<file path="config.mk">
export PLATFORM = sky130hd
export DESIGN_NAME = acc_burst_arbiter
export DESIGN_NICKNAME = d
export VERILOG_FILES = /design/src/rtl/acc_burst_arbiter.sv
export SDC_FILE = /design/constraint.sdc
export NUM_CORES = 1
export LEC_CHECK = 0
export BUFFER_PORTS_ARGS = -buffer_cell sky130_fd_sc_hd__buf_4
export CORE_ASPECT_RATIO = 0.6
export CORE_MARGIN = 2
export CORE_UTILIZATION = 51
export DETAILED_ROUTE_END_ITERATION = 16
export GPL_ROUTABILITY_DRIVEN = 0
export PLACE_DENSITY = 0.93
export SETUP_SLACK_MARGIN = 0.1
export SLEW_MARGIN = 20
export SYNTH_ARGS = -nofsm -noshare
export SYNTH_HDL_FRONTEND = slang
export SYNTH_SLANG_ARGS = --single-unit
</file>
<file path="constraint.sdc">
create_clock -name clock -period 5.33 [get_ports clock]
set_input_delay 1.3325 -clock clock [delete_from_list [all_inputs] [get_ports clock]]
set_output_delay 1.3325 -clock clock [all_outputs]
set_load 0.02 [all_outputs]
</file>
<file path="src/rtl/acc_burst_arbiter.sv">
// Round-robin arbiter that lends one shared byte accumulator to NUM_REQ burst requesters
// and returns each burst's total tagged with requester id, beat count and truncation flag.
module acc_burst_arbiter #(
    parameter int NUM_REQ   = 4,
    parameter int ID_W      = 2,
    parameter int MAX_BEATS = 257
) (
    input  logic                 clock,
    input  logic                 rst,
    input  logic [NUM_REQ-1:0]   req_valid,
    input  logic [NUM_REQ*8-1:0] req_data,
    input  logic [NUM_REQ-1:0]   req_last,
    output logic [NUM_REQ-1:0]   req_ready,
    output logic                 acc_clr,
    output logic                 acc_en,
    output logic [7:0]           acc_data,
    input  logic [15:0]          acc_sum,
    output logic                 res_valid,
    input  logic                 res_ready,
    output logic [15:0]          res_sum,
    output logic [ID_W-1:0]      res_id,
    output logic [8:0]           res_cnt,
    output logic                 res_trunc,
    output logic                 busy
);

    typedef enum logic [2:0] {
        S_IDLE,
        S_CLEAR,
        S_STREAM,
        S_SETTLE,
        S_RESULT
    } state_t;

    state_t          state;
    logic [ID_W-1:0] rr_ptr;
    logic [ID_W-1:0] grant;
    logic [8:0]      beat_cnt;

    logic [ID_W-1:0] pick;
    logic            pick_vld;
    logic            g_valid;
    logic            g_last;
    logic [7:0]      g_data;
    logic            accept;
    logic [8:0]      beat_cnt_nxt;
    logic            at_max;
    int              idx_i;

    // Lowest offset from rr_ptr wins, so the scan runs from the far end downward.
    always_comb begin
        pick     = '0;
        pick_vld = 1'b0;
        idx_i    = 0;
        for (int k = NUM_REQ - 1; k >= 0; k--) begin
            idx_i = (int'(rr_ptr) + k) % NUM_REQ;
            if (req_valid[idx_i[ID_W-1:0]]) begin
                pick     = idx_i[ID_W-1:0];
                pick_vld = 1'b1;
            end
        end
    end

    always_comb begin
        g_valid   = 1'b0;
        g_last    = 1'b0;
        g_data    = '0;
        req_ready = '0;
        for (int i = 0; i < NUM_REQ; i++) begin
            if (grant == ID_W'(i)) begin
                g_valid      = req_valid[i];
                g_last       = req_last[i];
                g_data       = req_data[i*8 +: 8];
                req_ready[i] = (state == S_STREAM);
            end
        end
    end

    assign accept       = (state == S_STREAM) && g_valid;
    assign beat_cnt_nxt = beat_cnt + 9'd1;
    assign at_max       = (beat_cnt_nxt == 9'(MAX_BEATS));

    assign acc_en    = accept;
    assign acc_data  = accept ? g_data : 8'd0;
    assign acc_clr   = (state == S_CLEAR);
    assign res_valid = (state == S_RESULT);
    assign busy      = (state != S_IDLE);

    always_ff @(posedge clock) begin
        if (rst) begin
            state     <= S_IDLE;
            rr_ptr    <= '0;
            grant     <= '0;
            beat_cnt  <= '0;
            res_sum   <= '0;
            res_id    <= '0;
            res_cnt   <= '0;
            res_trunc <= 1'b0;
        end else begin
            case (state)
                S_IDLE: begin
                    if (pick_vld) begin
                        grant  <= pick;
                        rr_ptr <= (int'(pick) == NUM_REQ - 1) ? '0 : pick + 1'b1;
                        state  <= S_CLEAR;
                    end
                end
                S_CLEAR: begin
                    beat_cnt <= '0;
                    state    <= S_STREAM;
                end
                S_STREAM: begin
                    if (accept) begin
                        beat_cnt <= beat_cnt_nxt;
                        if (g_last || at_max) begin
                            res_trunc <= at_max && !g_last;
                            state     <= S_SETTLE;
                        end
                    end
                end
                // Accumulator has absorbed the final beat by now.
                S_SETTLE: begin
                    res_sum <= acc_sum;
                    res_id  <= grant;
                    res_cnt <= beat_cnt;
                    state   <= S_RESULT;
                end
                S_RESULT: begin
                    if (res_ready) begin
                        state <= S_IDLE;
                    end
                end
                default: state <= S_IDLE;
            endcase
        end
    end

endmodule

</file>
==> key figures <==
Run status
  – Status: complete, no violations

Timing
  – Setup-failing EPs final: 0
  – Worst Max-Slew Pin Slew: 0.7755 ns
  – Setup TNS: 0 ns
  – Tmin final: just under 4 ns
  – Worst hold slack: between 0.4 and 0.5 ns
  – Final Hold Viols: 0
  – Layout Skew: between 0.004 and 0.005 ns
  – RSZ-0062 raised after global routing: false
  – FMAX: approximately 260 MHz
  – Max_slew headroom: about half
  – Final period util: between 70 and 80%
  – Pins over their slew limit: 0

Power
  – Pwr/cell area: between 300 and 400 nW/µm²
  – Sw power: just over 0.0004 W
  – Leak: between 1 and 1.5 nW
  – Total power: around 0.0011 W
  – Power Internal: approximately 0.00068 W
  – Max IR drop VDD: 0.2910 mV
  – Net Sw Frac: between 30% and 40%
  – Comb pwr share: 40.5%
  – Sequential cell fraction of total power: between 30% and 40%
  – Clock share of power: between 10% and 20%

Layout
  – Fill cells: 310
  – FF+latch area: a little under 900 µm²
  – Area Overhead vs Synth: 38.02%
  – Nets@finish: about 430
  – Multi-input combinational cell area: around 1300 µm²
  – Ratio of cells with drive above 1 in the final layout: 34.42%
  – ANT cells: 0

Synthesis
  – Top FF cell, synth: dfxtp_1
  – FF+latch count, synth: between 40 and 50
  – Ys Warns: 0
  – Gate Count Post-Synth: 280
  – Post-synthesis sequential area ratio: between 30% and 40%
  – Synth cell types: 44
  – Synth top area share: around 39%
  – Number of synthesized flops with an enable pin: 0
  – Post-synth ARST share: 0%
  – Main area contributors after synthesis: dfxtp_1 39%, nand2_1 10%, mux4_2 9.8%
  – Synth area leader: dfxtp_1
  – Syn Nets: around 340
  – Syn_area_per_cell: about 8.2 µm²
  – Synthesized area: 2287 µm²

Placement
  – PortBufs: roughly 100
  – DP HPWL: ~4.4 mm

Global routing
  – Vias in the first global route: about 2100
  – Remaining Overflow, GRT: 0
  – Global-route wire length before repair: 10.09 mm
  – Initial antenna violation count: 0
  – GRT Overall Usage: a little under a quarter
  – Pin count of the biggest net entering global routing: 47

Drt
  – Vias: between 2000 and 2500
  – WL met3: 387 µm
  – Vias per cell: ~5.6
  – Met1 Wirelength: between 2 and 3 mm
  – Wire length on met2: roughly 2.9 mm
  – First-pass detailed-route iteration total: 5
  – 1st-iter DRT viols: roughly 150
  – DRC Markers: 0
  – Routed WL: between 6 and 7 mm
  – Antenna viol nets, final: 0
  – Top routing layer used: met4
  – Routed length per instance: 14.37 µm

Floorplan
  – Die X: between 90 and 100 µm
  – Full die area: 5054 µm²
  – Rows: 18
  – Core Area: around 4200 µm²
  – Num ports: about 100
  – Initial Util: 54.31%
  – Vert. Die Dim: 55.88 µm

Clocking
  – Clock Latency Late Sink: ~0.29 ns
  – Clock Sinks: 44
  – Max Root-Sink Buffers: 2
  – CTS resizes: 0
  – CTS tree: built
  – CTS Buf Count: 5
  – CTS clock-pin slew for the worst setup and hold paths: about 0.08 ns
  – Post CTS Setup Buffer Count: 0
  – Hold buffers post-CTS: 0
  – H-Tree Depth: 2
  – Root Driver: clkbuf_8

Hold path
  – Class of the worst hold path: reg2reg

Critical path
  – Cell mode on critical path: buf_4
  – Slowest-stage cell, CP: mux4_2
  – Crit-path leading delay family: multiplexers
  – CP required: about 4.0 ns
  – Setup crit end kind: primary output
  – Worst setup SP type: primary input
  – CP Cell Sequence: buf_4 -> mux4_2 -> nand2_4 -> inv_4 -> buf_4
  – Max stage delay on crit path: a little under 0.6 ns
  – Critical path peak fanout: 13
  – CP Buf/Inv Count: 3
  – Crit Path Category: in2out
  – Worst EP arrival: approximately 2.5 ns

Job
  – Max Cap Viol: 0
## sequential cells by signal (all words and copies together), names as in the netlist
| register | count |
|---|---|
| res_sum | 16 |
| beat_cnt | 9 |
| state | 3 |
| res_trunc | 1 |
| res_cnt | 9 |
| rr_ptr | 2 |
| res_id | 2 |
| grant | 2 |
## worst paths after layout
check | cells past startpoint | endpoint | slack, ns | start
min reg2reg | 2 | res_cnt[7]$_SDFFE_PP0P_ | 0.46 | res_cnt[7]$_SDFFE_PP0P_
min | 2 | res_cnt[7]$_SDFFE_PP0P_ | 0.46 | res_cnt[7]$_SDFFE_PP0P_
max | 5 | acc_en | 1.47 | req_valid[3]
max reg2reg | 6 | beat_cnt[3]$_SDFFE_PP0P_ | 3.04 | grant[1]$_SDFFE_PP0P_
## through the flow
step,util (%),setup slack (ns),instance area [µm²],instances
final,74.96,1.474,3157,429
after detailed placement,71.98,1.499,3032,419
after CTS,74.21,1.491,3126,427
after global placement,71.98,1.518,3032,419
after global routing,74.96,1.442,3157,429
after floorplan,-,1.858,2287,280
## synthesized netlist by cell type, types with 2 or more instances
cell type,count
nand3_1,4
nand3b_1,5
a21o_1,2
xor2_1,2
o21ai_1,6
nor2_1,12
a31oi_1,3
mux4_2,10
inv_1,6
clkbuf_1,14
nor3b_1,4
buf_2,7
nor3_1,5
or3_1,4
and3_1,12
a21oi_1,41
ha_1,2
o22ai_1,2
dfxtp_1,44
nand2b_1,4
nor2b_1,2
nand2_1,61
nor4_1,2
o21ai_0,4
a211oi_1,3
## tightest hold or removal path, delay by kind of cell (launching register included)
kind	cells	cell delay [ns]
flops	1	0.31
simple gates	1	0.05
compound gates	1	0.05
## layer usage
metal	vias to the layer above	GRT usage, %
li1	1154	-
met3	16	5.420
met1	1111	34.75
met5	-	0
met2	102	36.73
met4	0	4.615
## cell usage in the layout, fill, tap and decap left out, types with 2 or more instances in the layout
cell,netlist,routed
or3_1,4,4
nand3_1,4,4
nor2_1,12,12
buf_4,0,102
nor3_1,5,5
xor2_1,2,2
a21oi_1,41,41
nor3b_1,4,3
o21ai_1,6,6
nor4_1,2,2
inv_1,6,6
clkbuf_8,0,6
and3_1,12,12
nor2b_1,2,2
a31oi_1,3,3
dfxtp_1,44,44
a211oi_1,3,3
nand2_1,61,61
nand2b_1,4,4
nand3b_1,5,5
ha_1,2,2
o21ai_0,4,4
o22ai_1,2,2
mux4_2,10,10
a21o_1,2,2
## layout make-up
class | count | area share (%)
clock buffer | 7 | 2.735
sequential | 44 | 27.90
multi-input combinational | 206 | 40.74
timing repair buffer | 104 | 25.09
clock inverter | 1 | 0.2378
inverter | 7 | 0.9116
tap | 60 | 2.378
## logic make-up after synthesis
family | share of synthesized area [%]
DFF | 38.51
adders and majority gates | 1.094
xor gates and xnor gates | 1.149
muxes | 9.847
buffers and inverters | 5.744
AOI/OAI and AO/OA | 17.01
and+or+nand+nor | 26.64
## power by group through the flow
stage / clock network [W] / logic (W) / registers, W
after floorplan: 0 / 0.000329 / 0.000403
after global placement: 0 / 0.000419 / 0.000437
after detailed placement: 0 / 0.000429 / 0.000440
after CTS: 0.000219 / 0.000432 / 0.000433
after global routing: 0.000232 / 0.000480 / 0.000447
final: 0.000217 / 0.000443 / 0.000433
Note: power is estimated with default switching activity, not from simulation.
